**src/rtl/dense_frame_sequencer.sv**
```systemverilog
// Input-side sequencer for the dense layer: gathers a feature stream into a
// parallel vector, waits out the layer latency, then presents the captured result.
module dense_frame_sequencer #(
   parameter int unsigned WIDTH         = 5,
   parameter int unsigned INPUT_SIZE    = 32,
   parameter int unsigned OUTPUT_SIZE   = 1,
   parameter int unsigned LAYER_LATENCY = 9
) (
   input  logic                    clk,
   input  logic                    reset,
   input  logic signed [WIDTH-1:0] in_data,
   input  logic                    in_valid,
   input  logic                    in_last,
   output logic                    in_ready,
   output logic signed [WIDTH-1:0] layer_data   [0:INPUT_SIZE-1],
   input  logic signed [WIDTH-1:0] layer_result [0:OUTPUT_SIZE-1],
   output logic signed [WIDTH-1:0] out_data     [0:OUTPUT_SIZE-1],
   output logic                    out_valid,
   input  logic                    out_ready,
   output logic                    frame_err,
   output logic                    busy
);

   localparam int unsigned IDX_W  = (INPUT_SIZE > 1) ? $clog2(INPUT_SIZE) : 1;
   localparam int unsigned WAIT_W = $clog2(LAYER_LATENCY + 1);
   localparam logic [IDX_W-1:0]  IDX_LAST  = IDX_W'(INPUT_SIZE - 1);
   localparam logic [WAIT_W-1:0] WAIT_LAST = WAIT_W'(LAYER_LATENCY - 1);

   typedef enum logic [1:0] {
      S_FILL    = 2'd0,
      S_WAIT    = 2'd1,
      S_PRESENT = 2'd2
   } state_t;

   state_t              state, state_n;
   logic [IDX_W-1:0]    idx, idx_n;
   logic [WAIT_W-1:0]   wait_cnt, wait_cnt_n;
   logic                wr_en;
   logic                capture;
   logic                err_n;

   // Next-state, index/counter update and framing-error detection
   always_comb begin
      state_n    = state;
      idx_n      = idx;
      wait_cnt_n = wait_cnt;
      wr_en      = 1'b0;
      capture    = 1'b0;
      err_n      = 1'b0;
      case (state)
         S_FILL: begin
            if (in_valid && in_ready) begin
               wr_en = 1'b1;
               if (idx == IDX_LAST) begin
                  idx_n      = '0;
                  wait_cnt_n = '0;
                  state_n    = S_WAIT;
                  err_n      = !in_last;
               end else if (in_last) begin
                  // Short frame: keep the written sample but restart the frame
                  idx_n = '0;
                  err_n = 1'b1;
               end else begin
                  idx_n = idx + IDX_W'(1);
               end
            end
         end
         S_WAIT: begin
            wait_cnt_n = wait_cnt + WAIT_W'(1);
            if (wait_cnt == WAIT_LAST) begin
               capture = 1'b1;
               state_n = S_PRESENT;
            end
         end
         S_PRESENT: begin
            if (out_valid && out_ready) begin
               state_n = S_FILL;
            end
         end
         default: begin
            state_n = S_FILL;
         end
      endcase
   end

   // Control registers; handshake flags are decoded from the next state so they stay registered
   always_ff @(posedge clk) begin
      if (!reset) begin
         state     <= S_FILL;
         idx       <= '0;
         wait_cnt  <= '0;
         frame_err <= 1'b0;
         in_ready  <= 1'b1;
         out_valid <= 1'b0;
         busy      <= 1'b0;
      end else begin
         state     <= state_n;
         idx       <= idx_n;
         wait_cnt  <= wait_cnt_n;
         frame_err <= err_n;
         in_ready  <= (state_n == S_FILL);
         out_valid <= (state_n == S_PRESENT);
         busy      <= (state_n != S_FILL);
      end
   end

   // Data path: vector writes only on fill handshakes, result captured once per frame
   always_ff @(posedge clk) begin
      if (!reset) begin
         layer_data <= '{default: '0};
         out_data   <= '{default: '0};
      end else begin
         if (wr_en) begin
            layer_data[idx] <= in_data;
         end
         if (capture) begin
            out_data <= layer_result;
         end
      end
   end

endmodule

```
**config.mk**
```make
export PLATFORM = sky130hd
export DESIGN_NAME = dense_frame_sequencer
export DESIGN_NICKNAME = d
export VERILOG_FILES = /design/src/rtl/dense_frame_sequencer.sv
export SDC_FILE = /design/constraint.sdc
export NUM_CORES = 1
export LEC_CHECK = 0
export ABC_AREA = 1
export ABC_CLOCK_PERIOD_IN_PS = 3450
export CORE_AREA = 2 2 138 140
export CTS_CLUSTER_SIZE = 16
export DETAILED_ROUTE_END_ITERATION = 7
export DIE_AREA = 0 0 140 142
export DONT_BUFFER_PORTS = 1
export HOLD_SLACK_MARGIN = 0.1
export MAX_ROUTING_LAYER = met4
export PLACE_DENSITY = 0.54
export SYNTH_ARGS = -nofsm -noshare
export SYNTH_HDL_FRONTEND = slang
export SYNTH_SLANG_ARGS = --single-unit
```
**constraint.sdc**
```tcl
create_clock -name clk -period 3.45 [get_ports clk]
set_input_delay 0.69 -clock clk [delete_from_list [all_inputs] [get_ports clk]]
set_output_delay 0.69 -clock clk [all_outputs]
set_load 0.03 [all_outputs]
```
---- Word-level counts from Yosys, hierarchy flattened ----
Cells that the tools add are included.
word-level totals
  register bits after elaboration ......... 180
  input bits .............................. 15
  logic and storage cells ................. 82
cells by class
  bitwise logic cells ..................... 1
  add/subtract/negate cells ............... 2
  $lt $le $gt $ge ......................... 2
  mux-type cells .......................... 19
  reduce and logical (&&, ||, !) cells .... 11
  equality and inequality tests ........... 7
operators by type and width
  cell                                                                           count
  160-bit bitwise mux                                                            1
  5-bit demux with 5-bit select                                                  1
  5-bit 2-to-1 mux                                                               3
  2-bit 2-to-1 mux                                                               4
  4-bit 2-to-1 mux                                                               2
  4-bit one-hot mux with 2 select lines                                          1
  6-bit greater-or-equal comparator (second input constant)                      1
  6-bit by 1-bit less-than comparator with 1-bit output (second input constant)  1
  1-bit 2-to-1 mux                                                               6
  5-bit inverter with 6-bit output                                               1
  2-bit one-hot mux with 3 select lines                                          1
  3-bit AND reduction                                                            2
  5-bit by 1-bit adder with 5-bit output (second input constant)                 1
  5-bit == test (second input constant)                                          1
  4-bit by 1-bit adder with 4-bit output (second input constant)                 1
  2-bit == test (second input constant)                                          2
  4-bit == test (second input constant)                                          1
  2-bit zero test                                                                2
  2-bit != test (second input constant)                                          2
  2-bit nonzero test                                                             2
  1-bit logical AND                                                              3
  2-bit by 1-bit == test with 1-bit output (second input constant)               1
  2-bit AND reduction                                                            1
  1-bit zero test                                                                1

---- Longest topological paths before layout ----
  word-level depth ........................ 6
  depth in mapped cells ................... 8
  depth with buffers taken out ............ 8

---- Worst setup path after synthesis ----
No wires, ideal clock.
  kind .................................... input to register
  from .................................... input reset
  to ...................................... register in_ready
  required time ........................... 3.312 ns
  stages .................................. 4
  data arrival time ....................... 1.461 ns
  setup time .............................. 0.138 ns
  setup slack ............................. 1.852 ns
  cell sequence ........................... buf_2 -> clkbuf_1 -> clkbuf_1 -> o21ai_0
RTL lines
  what                  line  text
  start, declared       10    input logic reset,
  end signal, assigned  101   in_ready <= (state_n == S_FILL);
  end, declared         14    output logic in_ready,
No word-level cell between the ends.

---- Worst setup path in the final report ----
  from .................................... register in_ready
  to ...................................... register layer_data[47] (netlist name)
between the ends
  word-level cells in the longest chain between the ends .. 3
ends and longest elaborated chain
  what                           line  text
  1-bit logical AND              52    if (in_valid && in_ready) begin
  1-bit 2-to-1 mux               52
  1-bit 2-to-1 mux               50    case (state)
  end signal, assigned by index  114   layer_data[idx] <= in_data;
  end, declared                  15    output logic signed [WIDTH-1:0] layer_data [0:INPUT_SIZE-1],
Every way passes these cells.
A chain may end at the register's enable or synchronous reset.

==> results.sh <==
export IMPL_status="finished with violations"
export IMPL_failing_checks="DRC"
export IMPL_synth_top_cells_by_area="sky130_fd_sc_hd__dfxtp_1, sky130_fd_sc_hd__nor2_1, sky130_fd_sc_hd__nand2_1, sky130_fd_sc_hd__nand3_1, sky130_fd_sc_hd__a21oi_1"
export IMPL_fin_util_pct=42.9
export IMPL_antennaDiodeCount=0
export IMPL_cts_htree_levels=4
export IMPL_timing_reg2reg_worst_path_depth=7
export IMPL_main_combinational_cell_family_by_area_after_synthesis="simple AND/OR/NAND/NOR gates"
export IMPL_wl_um=21200
export IMPL_synth_nets=1044
export IMPL_placementRows=50
export IMPL_finalSetupTns_ns=0
export IMPL_yosysWarnings=0
export IMPL_yosys_cell_types_count=21
export IMPL_timing_reg2reg_setup_slack_ns=1.36
export IMPL_worst_pin_slew_ns=1.10
export IMPL_synth_edf_count=0
export IMPL_synth_fa_ha_area_share_pct=1.21
export IMPL_total_power_mw=4.31
export IMPL_hp_class="in -> reg"
export IMPL_maxSlewHeadroom_pct=26.2
export IMPL_final_min_clock_period_ns=2.09
export IMPL_first_global_vias=5899
export IMPL_synth_async_sr_flop_share_pct=0
export IMPL_drt_drc_violations_left=14
export IMPL_die_height_um=142
export IMPL_yosys_area_top_type_share_pct=49.8
export IMPL_grt_start_max_net_pins=142
export IMPL_hold_path_endpoint="layer_data[103]$_SDFFE_PN0P_"
export IMPL_p_int_mw=3.23
export IMPL_powerDensity_nw_per_um2=545
export IMPL_worst_skew_pair_late_latency_ns=0.42
export IMPL_postPlaceCellArea_um2=7320
export IMPL_root_buffer="sky130_fd_sc_hd__clkbuf_16"
export IMPL_start_util_pct=39.2
export IMPL_yosys_cell_count_top_type="sky130_fd_sc_hd__nor2_1"
export IMPL_crit_path_end_kind="register"
export IMPL_gr_usage_all_layers_pct=22.0
export IMPL_synth_largest_area_cell="sky130_fd_sc_hd__dfxtp_1"
export IMPL_grt_antenna_before_repair=0
export IMPL_synth_seq_area_share_pct=49.8
export IMPL_unrepaired_setup_endpoints_after_global_routing="false"
export IMPL_synth_cell_area_um2=7230
export IMPL_drtIter0Drc=466
export IMPL_cts_max_path_bufs=2
export IMPL_floorplan_die_width_um=140
export IMPL_finalSetupViolCount=0
export IMPL_final_max_slew_violation_count=0
export IMPL_floorplan_io_pins=184
export IMPL_port_buffers=0
export IMPL_final_nets=1014
export IMPL_route_vias_total=6206
export IMPL_yosys_area_share_simple_pct=39.6
export IMPL_clkSlewWorstSetupHoldPaths_ns=0.07
export IMPL_synth_compound_area_share_pct=4.15
export IMPL_area_delta_synth_final_pct=9.43
export IMPL_tritoncts="done"
export IMPL_detailedPlacementHpwl_um=13300
export IMPL_drtAntennaViolNets=0
export IMPL_netlist_top_cells_count="sky130_fd_sc_hd__nor2_1, sky130_fd_sc_hd__nand2_1, sky130_fd_sc_hd__dfxtp_1"
export IMPL_hold_path_stages=2
export IMPL_worst_endpoint_arrival_ns=2.41
export IMPL_static_leak_nw=3.02
export IMPL_ws_path_type="reg -> reg"
export IMPL_cp_max_fo=27
export IMPL_worst_r2r_endpoint="layer_data[47]$_SDFFE_PN0P_"
export IMPL_vdd_ir_drop_max_mv=0.311
export IMPL_clock_power_share_pct=45.9
export IMPL_timing_critical_path_required_ns=3.77
export IMPL_switching_share_pct=25.0
export IMPL_post_drt_via_cell_ratio=5.01
export IMPL_ys_ff_latch=180
export IMPL_most_instantiated_flip_flop_cell_in_the_synthesis_netlist="sky130_fd_sc_hd__dfxtp_1"
export IMPL_finClkSkew_ns=0.00829
export IMPL_maxCapViolations=0
export IMPL_dp_slack_ns=1.25
export IMPL_setup_ws_ns=1.36
export IMPL_drive_above_1_share_pct=5.67
export IMPL_timing_final_crit_share_pct=60.6
export IMPL_critPathLaunchType="register"
export IMPL_cts_hold_buffers=0
export IMPL_cts_resized=0
export IMPL_grt_ovfl_total=0
export IMPL_clock_sinks=180
export IMPL_max_freq_ghz=0.478
export IMPL_final_design_area_no_fill_um2=7920
export IMPL_grt_first_pass_wirelength_um=33400
export IMPL_placeableCoreArea_um2=18500
export IMPL_finalHoldViolCount=0
export IMPL_cts_post_setup_buffers_inserted=0
export IMPL_route_detailed_wl_per_inst_um=17.1
export IMPL_yosys_mux_area_fraction_pct=0
export IMPL_min_from="reset"
export IMPL_synth_area_per_cell_um2=7.08
export IMPL_cts_buffers=17
export IMPL_drt_pass1_iterations=8
export IMPL_total_switching_power_mw=1.08
export IMPL_finalWeightedCongestion=0.740
export IMPL_die_area_um2=19900
export IMPL_share_comb_of_total_power_pct=4.4
export IMPL_xor_xnor_fraction_of_synth_area_pct=0.121
export IMPL_rr_startpoint="in_ready$_SDFF_PN1_"
export IMPL_postSynthCellCount=1022
export IMPL_power_share_sequential_pct=49.8
## routing by layer
layer,track usage [%],up-vias,wire [um]
met2,33.8,181,9700
met5,-,-,0
met1,27.7,2823,9450
met3,7.27,17,1690
met4,6.80,0,344
li1,-,3185,-
## worst max-delay path: stages (launching register included)
cell                      delay, ns
sky130_fd_sc_hd__dfxtp_1       0.51
sky130_fd_sc_hd__nand2_1       0.17
sky130_fd_sc_hd__inv_2         0.16
sky130_fd_sc_hd__nand2_4       0.24
sky130_fd_sc_hd__nor2_4        0.58
sky130_fd_sc_hd__nand3_1       0.16
sky130_fd_sc_hd__nand2_1       0.10
sky130_fd_sc_hd__nor2_1        0.05
## metrics by stage
| stage | hold slack (ns) | std cells |
|---|---|---|
| floorplan | 0.489 | 1022 |
| finish | 0.396 | 1239 |
| global placement | 0.527 | 1207 |
| detailed placement | 0.532 | 1207 |
| CTS | 0.346 | 1239 |
| global route | 0.366 | 1239 |
## sequential cells by signal, indices dropped and copies added (netlist names)
register / flops
idx: 5
frame_err: 1
state: 2
busy: 1
in_ready: 1
layer_data: 160
out_valid: 1
out_data: 5
wait_cnt: 4
## cells in the final DEF (no fill, tap or decap), types with 6 or more instances in the layout
cell	netlist	layout
sky130_fd_sc_hd__clkinv_1	6	6
sky130_fd_sc_hd__inv_1	20	20
sky130_fd_sc_hd__nor2_4	8	8
sky130_fd_sc_hd__nand2_1	212	212
sky130_fd_sc_hd__nor2_1	312	309
sky130_fd_sc_hd__buf_4	4	6
sky130_fd_sc_hd__clkbuf_16	0	17
sky130_fd_sc_hd__o21ai_0	21	21
sky130_fd_sc_hd__nand3_1	149	149
sky130_fd_sc_hd__dfxtp_1	180	180
sky130_fd_sc_hd__a21oi_1	39	39
sky130_fd_sc_hd__nor2_2	3	6
sky130_fd_sc_hd__ha_1	7	7
## final cells by class
| class | count | area (um2) |
|---|---|---|
| multi-input combinational | 758 | 3270 |
| tap | 234 | 293 |
| timing repair buffer | 6 | 45.0 |
| clock buffer | 17 | 425 |
| fill | 1918 | 10500 |
| inverter | 29 | 109 |
| sequential | 180 | 3600 |
| clock inverter | 15 | 171 |
## kinds of logic after synthesis
kind of cell,after synthesis
adders and majority gates,7
xor gates and xnor gates,1
DFF,180
buffers and inverters,84
and+or+nand+nor,690
AOI/OAI and AO/OA,60
## power groups by stage
| stage | sequential, mW | combinational, mW | clock (mW) |
|---|---|---|---|
| after CTS | 2.15 | 0.191 | 2.03 |
| final | 2.15 | 0.188 | 1.98 |
| after global placement | 2.20 | 0.190 | 0 |
| after floorplan | 2.19 | 0.167 | 0 |
| after detailed placement | 2.20 | 0.191 | 0 |
| after global routing | 2.15 | 0.215 | 2.12 |
## worst max-delay path by stage
stage | start | endpoint | slack, ns | cells past startpoint
after floorplan | reset | in_ready$_SDFF_PN1_ | 1.85 | 4
after global placement | in_valid | layer_data[47]$_SDFFE_PN0P_ | 1.26 | 7
after detailed placement | in_valid | layer_data[47]$_SDFFE_PN0P_ | 1.25 | 7
after CTS | in_ready$_SDFF_PN1_ | layer_data[47]$_SDFFE_PN0P_ | 1.35 | 7
after global routing | in_ready$_SDFF_PN1_ | layer_data[89]$_SDFFE_PN0P_ | 1.17 | 7
final | in_ready$_SDFF_PN1_ | layer_data[47]$_SDFFE_PN0P_ | 1.36 | 7
(Power assumes the default switching activity.)
==> RTL change 1: new RTL, config.mk and constraints unchanged <==
The output `frame_err` loses its register stage (`frame_err` becomes a continuous assignment).
--- a/src/rtl/dense_frame_sequencer.sv
+++ b/src/rtl/dense_frame_sequencer.sv
@@ -90,5 +90,4 @@
          idx       <= '0;
          wait_cnt  <= '0;
-         frame_err <= 1'b0;
          in_ready  <= 1'b1;
          out_valid <= 1'b0;
@@ -98,5 +97,4 @@
          idx       <= idx_n;
          wait_cnt  <= wait_cnt_n;
-         frame_err <= err_n;
          in_ready  <= (state_n == S_FILL);
          out_valid <= (state_n == S_PRESENT);
@@ -104,4 +102,6 @@
       end
    end
+
+   assign frame_err = err_n;
 
    // Data path: vector writes only on fill handshakes, result captured once per frame
Formal check against the unedited RTL: not equivalent (Yosys sat finds a counterexample within 4 cycles, from zero or initial values and one cycle with reset low).
==> RTL change 1 against the unedited design <==
  * The flow still finishes with violations (DRC)
  * Fmax shrank 25%
  * Non-clock buffer count grew 5
  * Cell area shrank 0.35%
  * Via count grew 0.92%
  * Power shrank 4.3%
  * Synthesized area grew 1.0%
  * Synthesized cell count grew 2.3%
  * Wire length grew 0.99%
  * Worst setup slack lost 0.71 ns
  * Sequential cell count shrank 1
  * Highest routed layer unchanged
==> RTL change 1: results (changes against the unedited design) <==
- H-tree depth: 4 (unchanged)
- Share of layout cells above drive strength 1: 0.0499 (-0.00686)
- First-pass GRT wire length: 33300 um (about the same)
- GPL Wtd Cong: 0.811 (+9.6%)
- CP max stage cell: dfxtp_1
- Placed Cells: 1229 (+1.8%)
- Met2 routed WL: 9720 um (+0.25%)
- DR iter-0 viols: 405 (-13%)
- Sequential group share of total power: 0.517 (+0.019)
- Post-route clock skew: 0.0107 ns (+0.00245 ns)
- Met1 usage: 0.288 (+0.0114)
- Grt met3 use: 0.0656 (-0.00707)
- Drc violations: 12 (-2)
- Synth Area in XOR/XNOR: 0.00120 (-0.0000122)
- DR WL met3: 1600 um (-5.7%)
- Synthesized Nets: 1068 (+2.3%)
- Vias in the first global route: 5719 (-3.1%)
- Via count: 6263 (+0.92%)
- Synth Area in Adders: 0.0120 (-0.000122)
- LEAKAGE: 3.13 nW (+3.5%)
- Place WS: 1.03 ns (-0.219 ns)
- Met2 Usage GRT: 0.340 (+0.00130)
- Largest delay contributor family on the critical path: simple AND/OR/NAND/NOR gates
- Synth area leaders: dfxtp_1 49%, nor2_1 19%, nand2_1 11%, nand3_1 10%, clkbuf_1 1.6%
- Failing checks: DRC
- Compound-Gate Fraction of Synth Area: 0.0212 (-0.0203)
- Largest net degree at the start of global routing: 166 (+17%)
- Sw power: 992 uW (-8.1%)
- Overall routed net length: 21400 um (+0.99%)
- Crit Path Max Fanout: 7 (-74%)
- Largest stage delay on the critical path: 0.52 ns (-0.06 ns)
- YS warnings: 0 (unchanged)
- Clock power share: 0.433 (-0.026)
- Distinct cells, synth: 22 (+4.8%)
- Seq/Total Area, Yosys: 0.490 (-0.00777)
- Total CTS buffers: 17 (unchanged)
- Vias/cell: 4.98 (-0.53%)
- Outcome: finished with violations
- Max-slew headroom: 0.446 (+0.185)
- GRT Util Overall: 0.221 (+0.00125)
- Placed inst area: 7370 um2 (+0.75%)
- Top post-synthesis cells by count: 364 x nor2_1, 205 x nand2_1, 179 x dfxtp_1, 151 x nand3_1, 31 x clkbuf_1
- DRT Pass-1 Iters: 6 (-2)
- Arr. time, crit path: 2.11 ns (-0.30 ns)
- Post-DP HPWL: 13200 um (-0.79%)
- VDD IR max: 0.331 mV (+6.6%)
- CTS Buffer Depth: 2 (unchanged)
-- RTL change 1: cell count changes after synthesis, moves of 4 or more --
cell | unedited run | this run
nor2_1 | 312 | 364
a21oi_1 | 39 | 14
inv_1 | 20 | 28
nand2_1 | 212 | 205
buf_6 | 2 | 7
clkinv_1 | 6 | 1
clkbuf_1 | 27 | 31
o21ai_0 | 21 | 17
-- RTL change 1: worst paths after layout --
path                                  from                           end  slack [ns]  cells past startpoint
setup / recovery       in_ready$_SDFF_PN1_                     frame_err        0.65                      5
hold reg to reg   wait_cnt[1]$_SDFFE_PN0P_      wait_cnt[1]$_SDFFE_PN0P_        0.54                      2
setup reg to reg       in_ready$_SDFF_PN1_  layer_data[138]$_SDFFE_PN0P_        1.19                      7
hold / removal                       reset           in_ready$_SDFF_PN1_        0.37                      1
-- RTL change 1: area by class of cell --
type	count	area, um2
fillers	1969	10600
multi-input cells	775	3300
repair buffers	11	82.6
inverters	30	113
clock inverters	6	60.1
clock buffers	22	454
well taps	234	293
flip-flops and latches	179	3580
==> RTL change 2: new RTL, config.mk and constraints unchanged <==
Made on the original files. The parameter `LAYER_LATENCY` goes from 9 to 10.
--- a/src/rtl/dense_frame_sequencer.sv
+++ b/src/rtl/dense_frame_sequencer.sv
@@ -5,5 +5,5 @@
    parameter int unsigned INPUT_SIZE    = 32,
    parameter int unsigned OUTPUT_SIZE   = 1,
-   parameter int unsigned LAYER_LATENCY = 9
+   parameter int unsigned LAYER_LATENCY = 10
 ) (
    input  logic                    clk,
Behaviour: no difference found for any inputs over 4 cycles, from zero or initial values and one cycle with reset low; that may be too few to reach the edited logic, so the function may still have changed.
==> RTL change 2 against the unedited design <==
  * Sequential share of layout area shrank 0.36 points
  * Sequential cell count is the same
  * Clock skew grew 0.0074 ns
  * Synthesized area is essentially flat
  * Via count grew 0.40%
  * Count of clock-buffer cells in the layout grew 1
  * Hold slack lost 0.016 ns
  * Cell count grew 1.6%
  * Wire length shrank 2.1%
  * Sequential power is essentially flat
  * Critical path type unchanged
  * Cell area grew 0.79%
  * Worst setup slack lost 0.24 ns
  * The flow still finishes with violations (DRC)
  * Power grew 3.3%
  * First-iteration DRC count shrank 28%
==> RTL change 2: results (changes against the unedited design) <==
- VDD IR max: 0.332 mV (+6.9%)
- Met1 usage: 0.287 (+0.0106)
- Share of layout cells above drive strength 1: 0.0566 (-0.000131)
- Post-Layout Cell Count: 1259 (+1.6%)
- Setup crit end: layer_data[49]$_SDFFE_PN0P_
- Top post-synthesis cells by count: 354 x nor2_1, 218 x nand2_1, 180 x dfxtp_1, 148 x nand3_1, 30 x clkbuf_1
- LEAKAGE: 3.18 nW (+5.3%)
- Max-slew headroom: 0.519 (+0.258)
- Crit Path Max Fanout: 20 (-26%)
- Arr. time, crit path: 2.65 ns (+0.24 ns)
- Failing checks: DRC
- Routed len/inst: 16.5 um (-3.7%)
- Fraction of area in multi-input gates: 0.408 (-0.00512)
- # fillers: 1938 (+1.0%)
- Distinct cells, synth: 19 (-9.5%)
- Reg2Reg Depth: 8 (+1)
- Compound-Gate Fraction of Synth Area: 0.0208 (-0.0207)
- Place WS: 1.01 ns (-0.240 ns)
- Post-synthesis average cell area: 6.94 um2 (-2.0%)
- Post-DP HPWL: 13100 um (-1.3%)
- Via count: 6231 (+0.40%)
- Post-route clock skew: 0.0157 ns (+0.00745 ns)
- Synth Area in XOR/XNOR: 0.00242 (+0.00121)
- Layout net count: 1034 (+2.0%)
- Outcome: finished with violations
- Largest net degree at the start of global routing: 162 (+14%)
- Layout area overhead: 10.4%
- Synth area leaders: dfxtp_1 50%, nor2_1 18%, nand2_1 11%, nand3_1 10%, clkbuf_1 1.6%
- First-pass GRT wire length: 32500 um (-2.8%)
- Sw power: 1.06 mW (-1.6%)
- Placed Cells: 1227 (+1.7%)
- Non-clk buf share: 0.0104 (+0.00466)
- Vias in the first global route: 5611 (-4.9%)
- Hold slack: 0.380 ns (-0.0163 ns)
- Drc violations: 14 (unchanged)
- Non-clk bufs: 11 (+5)
- Pwr/cell area: 558 nW/um2 (+2.4%)
- Synth Area in Adders: 0.0121 (about the same)
- Flop-to-flop setup slack: 1.12 ns (-0.24 ns)
- Placed inst area: 7340 um2 (+0.31%)
- Max Clock Freq: 0.429 GHz (-10%)
RTL change 2: cell types whose count changed after synthesis, moves of 5 or more:
| cell | unedited run | this run |
|---|---|---|
| nor2_4 | 8 | 3 |
| inv_1 | 20 | 27 |
| nand2_1 | 212 | 218 |
| o21ai_0 | 21 | 12 |
| nor2_1 | 312 | 354 |
| a21oi_1 | 39 | 18 |
RTL change 2: cells by family after synthesis:
logic type,Yosys count
AOI/OAI and AO/OA,30
xor gates and xnor gates,2
adders and majority gates,7
buffers and inverters,89
DFF,180
and+or+nand+nor,734
RTL change 2: worst max-delay path, cell delays in order (launching register included):
cell     delay [ns]
dfxtp_1        0.50
nand2_1        0.14
inv_1          0.19
nand2_2        0.32
nor2_2         0.49
buf_4          0.34
nand3_1        0.10
nand2_1        0.08
nor2_1         0.04
RTL change 2: metal layers:
layer / routed length [um] / share of wire
met1: 9520 / 0.46
met2: 9190 / 0.44
met3: 1820 / 0.088
met4: 212 / 0.010
met5: 0 / 0
